## src/rtl/fdiv_arbiter.sv

```systemverilog
// fdiv_arbiter: shares one fixed-latency fdiv pipeline between two requesters.
// Round-robin grant with per-port credit, a tag shift register that follows
// each operation through the pipe, and a per-port in-order result FIFO.
//   clk, rst_n            clock, async active-low reset
//   req_valid/req_ready   per-port request handshake (req_ready = grant)
//   req_x1/req_x2         packed operands, port i at [32i+31:32i]
//   resp_valid/resp_ready per-port result handshake
//   resp_y                packed FIFO heads, same packing
//   div_x1/div_x2/div_y   shared fdiv operands and quotient
//   busy                  any op in flight or any result queued
module fdiv_arbiter #(
    parameter int unsigned LAT   = 7,
    parameter int unsigned DEPTH = 8
) (
    input  logic        clk,
    input  logic        rst_n,
    input  logic [1:0]  req_valid,
    output logic [1:0]  req_ready,
    input  logic [63:0] req_x1,
    input  logic [63:0] req_x2,
    output logic [1:0]  resp_valid,
    input  logic [1:0]  resp_ready,
    output logic [63:0] resp_y,
    output logic [31:0] div_x1,
    output logic [31:0] div_x2,
    input  logic [31:0] div_y,
    output logic        busy
);

    localparam int unsigned CW = $clog2(DEPTH + 1);
    localparam int unsigned SW = CW + 1;
    localparam int unsigned PW = (DEPTH > 1) ? $clog2(DEPTH) : 1;

    logic [CW-1:0]  inflight [2];
    logic [CW-1:0]  count    [2];
    logic [PW-1:0]  wr_ptr   [2];
    logic [PW-1:0]  rd_ptr   [2];
    logic [31:0]    mem      [2][DEPTH];
    logic           rr;
    logic [LAT-1:0] tag_valid;
    logic [LAT-1:0] tag_port;
    logic [1:0]     eligible;
    logic [1:0]     grant;
    logic [1:0]     retire;
    logic [1:0]     pop;

    // Credit check uses start-of-cycle occupancy, so a pop this cycle frees nothing yet.
    always_comb begin
        eligible = 2'b00;
        for (int i = 0; i < 2; i++) begin
            eligible[i] = rst_n && req_valid[i] &&
                          ((SW'(inflight[i]) + SW'(count[i])) < SW'(DEPTH));
        end
    end

    // One grant per cycle; rr only breaks ties.
    always_comb begin
        grant = 2'b00;
        case (eligible)
            2'b01:   grant = 2'b01;
            2'b10:   grant = 2'b10;
            2'b11:   grant = rr ? 2'b10 : 2'b01;
            default: grant = 2'b00;
        endcase
    end

    assign req_ready = grant;

    // Operand mux toward the shared divider.
    always_comb begin
        div_x1 = 32'h0;
        div_x2 = 32'h0;
        if (grant[0]) begin
            div_x1 = req_x1[31:0];
            div_x2 = req_x2[31:0];
        end else if (grant[1]) begin
            div_x1 = req_x1[63:32];
            div_x2 = req_x2[63:32];
        end
    end

    // Retire and pop strobes per port.
    always_comb begin
        retire = 2'b00;
        pop    = 2'b00;
        for (int i = 0; i < 2; i++) begin
            retire[i] = tag_valid[LAT-1] && (tag_port[LAT-1] == 1'(i));
            pop[i]    = (count[i] != '0) && resp_ready[i];
        end
    end

    // Result view and activity flag, all derived from registered state.
    always_comb begin
        resp_valid = 2'b00;
        resp_y     = 64'h0;
        busy       = 1'b0;
        for (int i = 0; i < 2; i++) begin
            resp_valid[i]    = (count[i] != '0);
            resp_y[32*i +: 32] = mem[i][rd_ptr[i]];
            if ((inflight[i] != '0) || (count[i] != '0)) begin
                busy = 1'b1;
            end
        end
    end

    // Arbitration pointer, tag pipe, credit counters and FIFO pointers.
    always_ff @(posedge clk or negedge rst_n) begin
        if (!rst_n) begin
            rr        <= 1'b0;
            tag_valid <= '0;
            tag_port  <= '0;
            for (int i = 0; i < 2; i++) begin
                inflight[i] <= '0;
                count[i]    <= '0;
                wr_ptr[i]   <= '0;
                rd_ptr[i]   <= '0;
            end
        end else begin
            if (grant[0]) begin
                rr <= 1'b1;
            end else if (grant[1]) begin
                rr <= 1'b0;
            end

            tag_valid[0] <= |grant;
            tag_port[0]  <= grant[1];
            for (int k = 1; k < LAT; k++) begin
                tag_valid[k] <= tag_valid[k-1];
                tag_port[k]  <= tag_port[k-1];
            end

            for (int i = 0; i < 2; i++) begin
                if (grant[i] && !retire[i]) begin
                    inflight[i] <= inflight[i] + CW'(1);
                end else if (!grant[i] && retire[i]) begin
                    inflight[i] <= inflight[i] - CW'(1);
                end

                if (retire[i] && !pop[i]) begin
                    count[i] <= count[i] + CW'(1);
                end else if (!retire[i] && pop[i]) begin
                    count[i] <= count[i] - CW'(1);
                end

                if (retire[i]) begin
                    wr_ptr[i] <= (wr_ptr[i] == PW'(DEPTH - 1)) ? '0 : wr_ptr[i] + PW'(1);
                end
                if (pop[i]) begin
                    rd_ptr[i] <= (rd_ptr[i] == PW'(DEPTH - 1)) ? '0 : rd_ptr[i] + PW'(1);
                end
            end
        end
    end

    // FIFO storage; quotient is written untouched, whatever its value.
    always_ff @(posedge clk) begin
        for (int i = 0; i < 2; i++) begin
            if (retire[i]) begin
                mem[i][wr_ptr[i]] <= div_y;
            end
        end
    end

    // Credit rule guarantees a free slot for every retiring result.
    always @(posedge clk) begin
        for (int i = 0; i < 2; i++) begin
            if (rst_n && retire[i]) begin
                assert (count[i] != CW'(DEPTH));
            end
        end
    end

endmodule
```

## config.mk

```make
export PLATFORM = sky130hd
export DESIGN_NAME = fdiv_arbiter
export DESIGN_NICKNAME = d
export VERILOG_FILES = /design/src/rtl/fdiv_arbiter.sv
export SDC_FILE = /design/constraint.sdc
export NUM_CORES = 1
export LEC_CHECK = 0
export BUFFER_PORTS_ARGS = -buffer_cell sky130_fd_sc_hd__buf_4
export CAP_MARGIN = 5
export CORE_ASPECT_RATIO = 0.6
export CORE_UTILIZATION = 46
export CTS_CLUSTER_SIZE = 10
export DETAILED_ROUTE_END_ITERATION = 6
export GPL_ROUTABILITY_DRIVEN = 0
export PLACE_DENSITY = 0.73
export RECOVER_POWER = 50
export SLEW_MARGIN = 20
export SYNTH_ARGS = -nofsm -noshare
export SYNTH_HDL_FRONTEND = slang
export SYNTH_SLANG_ARGS = --single-unit
export TNS_END_PERCENT = 1
```

## constraint.sdc

```tcl
create_clock -name clk -period 5.4 [get_ports clk]
set_input_delay 0.81 -clock clk [delete_from_list [all_inputs] [get_ports clk]]
set_output_delay 0.81 -clock clk [all_outputs]
set_load 0.01 [all_outputs]
```

==> results of run 1 <==
-- per-layer routing --
layer  track usage (%)  share of wire [%]  wire length, um
met4              4.00                1.3              662
met3              5.11                8.9             4510
met5                 0                  0                0
met1              31.8                 45            22700
met2              30.7                 45            22800
-- kinds of logic after synthesis --
family,count (synthesis)
AOI/OAI and AO/OA,90
xor gates and xnor gates,12
adders and majority gates,30
buffers and inverters,57
DFF,555
muxes,202
and+or+nand+nor,64
-- final timing paths --
kind | start | to | slack (ps) | depth (start not counted)
worst max-delay path | rst_n | div_x2[22] | 1060 | 7
worst min-delay path | rst_n | count[4]$_DFFE_PN0P_ | 290 | 1
worst max register to register | inflight[3]$_DFFE_PN0P_ | inflight[3]$_DFFE_PN0P_ | 1900 | 10
worst min register to register | tag_valid[5]$_DFF_PN0_ | tag_valid[6]$_DFF_PN0_ | 350 | 0
max in group asynchronous | rst_n | rd_ptr[0]$_DFFE_PN0P_ | 2950 | 2
min in group clk | tag_valid[5]$_DFF_PN0_ | tag_valid[6]$_DFF_PN0_ | 350 | 0
-- state kept, by name, summed over array words and instances (netlist names) --
register / cells
rd_ptr: 6
rr: 1
wr_ptr: 6
tag_port: 7
count: 8
tag_valid: 7
mem: 512
inflight: 8
-- worst max-delay path, delay by kind of cell --
| kind | cells | cell delay (ps) |
|---|---|---|
| buffers and inverters | 3 | 1120 |
| AOI/OAI and AO/OA | 2 | 1050 |
| and+or+nand+nor | 2 | 530 |
-- power by group through the flow --
stage	sequential [W]	combinational (W)	clock, W
2_1_floorplan	0.00501	0.00148	0
5_1_grt	0.00520	0.00231	0.00379
3_3_place_gp	0.00524	0.00211	0
6_report	0.00516	0.00215	0.00352
4_1_cts	0.00516	0.00218	0.00361
3_5_place_dp	0.00525	0.00216	0
-- layout by cell type, fill, tap and decap left out, drive strengths merged, types with 2 or more instances in the layout --
cell type / instances
mux2: 74
nand3: 6
nor4: 5
o21bai: 4
nor3: 12
edfxtp: 512
o21ai: 5
or4: 2
fa: 4
a21oi: 8
nand2: 18
dfrtp: 43
a22o: 64
and3: 5
buf: 286
nor2: 8
nand2b: 5
clkbuf: 115
xnor2: 12
clkinv: 3
a21o: 5
inv: 7
mux4: 128
ha: 26
-- metrics by stage --
step                worst slack (ps)  hold slack, ps  instances
global placement                1720             335       1913
global route                     768             338       1994
finish                          1060             290       1994
CTS                             1220            34.2       1994
detailed placement              1620             337       1913
floorplan                       1130             331       1010
-- cell type report --
type	count	area [um2]	share of cell area, %
Tap cell	630	788	2.96
Inverter	6	22.5	0.0847
Multi-Input combinational cell	398	5390	20.3
Clock buffer	77	1590	5.97
Sequential cell	555	16500	61.9
Timing Repair Buffer	324	2290	8.61
Clock inverter	4	46.3	0.174
==> impl_metrics.toml, run 1 <==
[setup_path]
crit_path_max_incr_delay_ps = 870
worst_path_most_repeated_cell = "buf_4"
crit_fanout = 47
crit_arrival_ps = 3530
slowest_stage = "o311a_2"
critPathCaptureType = "output pin"
worstPathRequired_ps = 4590
crit_type = "input port to output pin"
crit_chain = "clkbuf_1 -> nand2_1 -> nor4_4 -> o311a_2 -> buf_4 -> a22o_1 -> buf_4"
start_kind = "input port"

[floorplanning]
core_area_um2 = 46900
initial_core_util_pct = 47.2
die_h_um = 172
fp.dieW_um = 285
std_cell_rows = 61
io_pins = 299
dieArea_um2 = 49000

[pwr]
p_comb_share_pct = 19.9
p_leak_nw = 9.12
power.density_nw_per_um2 = 407
clkPwrFrac_pct = 32.5
p_int_w = 0.00807
total_power_w = 0.0108
vdd_drop_max_mv = 0.276
power.switching_w = 0.00276
netSwitchingFraction_pct = 25.5
p_seq_share_pct = 47.6

[timing]
fin_crit_sh_pct = 80.3
setup-tns-final_ps = 0
worstMarginPinSlew_ps = 2710
finalMaxSlewViolations = 163
rsz0062_at_grt = "no"
min_period_ps = 4340
fmax_mhz = 231
setup_viol = 0
skew_ps = 35.6
max_slew_margin_pct = -81.0
finalHoldViolCount = 0

[yosys]
synth_xor_area_share_pct = 0.475
synthAdderAreaFrac_pct = 1.83
synthMuxAreaShare_pct = 16.8
synth_sequential_area_ratio_pct = 74.4
synth_top_family_by_area = "multiplexers"
synth_commonest_cells = "edfxtp_1 (512), mux4_2 (128), mux2_2 (68)"
yosys_register_bits = 555
synth_cells = 1010
avgSynthCellArea_um2 = 21.9
synth_area_um2 = 22100
ys_async_sr_fraction_pct = 7.75
synth_top_area_share_pct = 69.5
synth_area_leaders = "edfxtp_1 (69%), mux4_2 (13%), dfrtp_1 (4.9%)"
yosys_warnings = 0
synth_nets = 1206
synth_ff_type = "edfxtp_1"
synth_top_cell_by_area = "edfxtp_1"
synth_cell_type_count = 38
synth_compound_area_share_pct = 3.33
synth-edff-count = 512
yosys.cell_count.top_type = "edfxtp_1"
synth_simple_gate_area_share_pct = 1.50

[run_status]
outcome = "complete, but fails checks"
violations = "capacitance limit, slew limit"

[route]
ant_nets = 0
vias = 11500
drt-pass1-iter-count = 5
viasPerCell = 5.79
first_iter_violations = 1128
drt_wl_total_mm = 50.7
wl_per_cell_um = 25.4
drcViolationCount = 0

[global_routing]
grt_start_max_net_pins = 64
grt_pass1_vias = 11700
antenna_found_initial = 0
grt_util_all_layers_pct = 20.8
grt_first_pass_wirelength_mm = 75.3
grt.overflow.total = 0

[clocking]
cts-htree-levels = 2
holdBufCountCts = 0
cts_tree = "yes"
post-cts-setup-buffer-count = 0
cts_resized = 0
clockRootBuffer = "clkbuf_16"
clkTransAtPathRegs_ps = 60
cts.sinks = 555
cts_buffer_depth = 3
clk_latency_ps = 610
cts_made_buffers = 61

[final_layout]
nets = 1542
final_util_pct = 56.7
area_delta_synth_final_pct = 20.2
design_area_um2 = 26600
diodes = 0
fill_cells = 3458
drive_gt1_share_pct = 41.9

[placement]
place_area_um2 = 25100
dpl.hpwl_mm = 29.8
portBuffers = 298

[run]
cap_violations = 5

[min_path]
min_path_type = "input port to asynchronous set/reset pin"
Power figures use the tool's default switching activity.
==> run 2, diff against run 1 <==
Settings changed: ABC_AREA set to 1, PLACE_DENSITY 0.73 to 0.75.
Clock period 5.4 ns to 3.5 ns, I/O delays scaled along.
==> impl_metrics.toml, run 2 <==
[floorplanning]
fp.dieW_um = 292
initial_core_util_pct = 46.7
dieArea_um2 = 51300
die_h_um = 176
io_pins = 299
std_cell_rows = 63
core_area_um2 = 49600

[setup_path]
crit_chain = "ha_1 -> nand3_1 -> nand2_1 -> nand2_1 -> nand3_2 -> buf_4 -> nand3_1 -> nand2_1 -> buf_4"
startpoint = "inflight[5]$_DFFE_PN0P_"
crit_arrival_ps = 2740
ff2ff_setup_slack_ps = 840
reg2reg_depth = 15
start_kind = "register"
crit_path_max_incr_delay_ps = 510
crit_type = "register to output pin"
critPathCaptureType = "output pin"
worstPathRequired_ps = 2970
slowest_stage = "buf_4"
r2r-end = "inflight[3]$_DFFE_PN0P_"
worst_path_most_repeated_cell = "nand2_1"
reg2reg_from = "inflight[3]$_DFFE_PN0P_"
crit_fanout = 65

[global_routing]
grt.overflow.total = 0
grt_start_max_net_pins = 131
grt_util_all_layers_pct = 23.3
grt_pass1_vias = 15600
grt_first_pass_wirelength_mm = 91.0
antenna_found_initial = 3

[placement]
dp.cells = 2789
place_area_um2 = 25900
portBuffers = 298
dpl.hpwl_mm = 35.7

[final_layout]
fill_cells = 3925
area_delta_synth_final_pct = 18.7
seq_area_um2 = 16500
multi_input_area_um2 = 5900
design_area_um2 = 27500
finalNonFillerCells = 2878
nets = 2399
final_cell_mix = "edfxtp_1 (512), nand2_1 (325), buf_4 (294), nor2_1 (276), o21ai_0 (147)"
final_common_cell = "edfxtp_1"
drive_gt1_share_pct = 17.6
largest_register_ffs = 512

[yosys]
yosys_warnings = 0
synth_top_area_share_pct = 66.4
synth_nets = 2125
ys_async_sr_fraction_pct = 7.75
yosys.cell_count.top_type = "edfxtp_1"
synth-edff-count = 512
synth_top_cell_by_area = "edfxtp_1"
avgSynthCellArea_um2 = 12.0
synth_area_um2 = 23200
yosys_register_bits = 555
synth_area_leaders = "edfxtp_1 (66%), nand2_1 (5.3%), nor2_1 (4.7%)"
synth_ff_type = "edfxtp_1"
synth_cell_type_count = 27
synth_cells = 1929
synth_sequential_area_ratio_pct = 71.0
synth_commonest_cells = "edfxtp_1 (512), nand2_1 (325), nor2_1 (290)"

[pwr]
total_power_w = 0.0131
p_comb_share_pct = 1.9
power.density_nw_per_um2 = 476
vdd_drop_max_mv = 0.401
power.switching_w = 0.00254
netSwitchingFraction_pct = 19.4
p_seq_share_pct = 55.3
p_leak_nw = 10.2
clkPwrFrac_pct = 42.8
p_int_w = 0.0106

[timing]
setup_viol = 0
rsz0062_at_grt = "no"
setup-tns-final_ps = 0
finalHoldViolCount = 0
worstMarginPinSlew_ps = 1250
skew_ps = 13.4
fin_crit_sh_pct = 93.4
min_period_ps = 3270
fmax_mhz = 306
finalMaxSlewViolations = 0
max_slew_margin_pct = 16.6

[route]
first_iter_violations = 2006
wl_per_cell_um = 21.2
ant_nets = 0
drt_wl_total_mm = 60.9
viasPerCell = 5.70
drcViolationCount = 0
drt-pass1-iter-count = 6
vias = 16400

[clocking]
cts_tree = "yes"
post-cts-setup-buffer-count = 0
clkTransAtPathRegs_ps = 60
cts-htree-levels = 2
clk_latency_ps = 600
cts_buffer_depth = 3
holdBufCountCts = 1
cts_resized = 0
cts.sinks = 555
cts_made_buffers = 61
clockRootBuffer = "clkbuf_16"

[min_path]
min_path_type = "register to register"
worstHoldPathCells = 0
min_from = "tag_valid[5]$_DFF_PN0_"
hold-path-endpoint = "tag_valid[6]$_DFF_PN0_"

[run_status]
outcome = "completed"

[run]
cap_violations = 0
## run 2: cell types whose count changed in the layout (fill, tap and decap cells not counted), sizes merged, moves of 64 or more
cell and delta:
a22o -64, mux2 -74, mux4 -128, nand2 +307, nand3 +137, nor2 +283
o21ai +260, o22ai +128
## run 2: layer usage
metal  global-route usage [%]  share of wire (%)  up-vias
li1                         -                  -     7458
met2                     34.9                 44      886
met4                     5.00                1.8        2
met5                        0              0.018        -
met3                     5.43                 12      103
met1                     34.6                 42     7942
## run 2: cells by family (layout without fill, tap and decap cells)
| family | Yosys count | after routing | synth area share [%] |
|---|---|---|---|
| AO/OA/AOI/OAI | 406 | 406 | 9.50 |
| other | 0 | 1 | 0 |
| XOR/XNOR | 12 | 12 | 0.454 |
| AND/OR/NAND/NOR | 764 | 764 | 13.2 |
| flip-flops | 555 | 555 | 71.0 |
| buffers and inverters | 162 | 460 | 4.08 |
| adder cells (fa/ha/maj) | 30 | 30 | 1.75 |
## run 2: area by class of cell
type | instances | area share [%]
Timing Repair Buffer | 337 | 9.11
Sequential cell | 555 | 59.8
Multi-Input combinational cell | 1212 | 21.5
Clock inverter | 3 | 0.150
Inverter | 36 | 0.509
Clock buffer | 84 | 5.98
Antenna cell | 1 | 0.00910
Tap cell | 650 | 2.96
## run 2: metrics by stage
stage / util [%] / hold slack, ps / setup slack, ps
floorplan: - / 229 / 807
global placement: 52.3 / 334 / 734
detailed placement: 52.3 / 335 / 725
CTS: 55.7 / 236 / 287
global route: 55.5 / 350 / 68.0
finish: 55.5 / 345 / 232
## run 2: power by group through the flow
stage	combinational, W	sequential (W)	clock, W
after floorplan	0.000000929	0.00738	0
after global placement	0.000256	0.00738	0
after detailed placement	0.000265	0.00738	0
after CTS	0.000267	0.00724	0.00569
after global routing	0.000269	0.00724	0.00593
final	0.000254	0.00725	0.00560
## run 2: worst max-delay path by stage
stage                     cells past startpoint                       to  slack [ps]
after floorplan                               4    mem[0][100]$_DFFE_PP_         810
after global placement                       16  inflight[3]$_DFFE_PN0P_         730
after detailed placement                     16  inflight[3]$_DFFE_PN0P_         720
after CTS                                     9               div_x1[21]         290
after global routing                          9               div_x1[13]          70
final                                         9               div_x1[21]         230
## run 2: critical path, delay by kind of cell (launching register included)
family / cells / cell delay (ps)
adders and majority gates: 1 / 330
DFF: 1 / 480
buffers and inverters: 2 / 650
and+or+nand+nor: 6 / 620
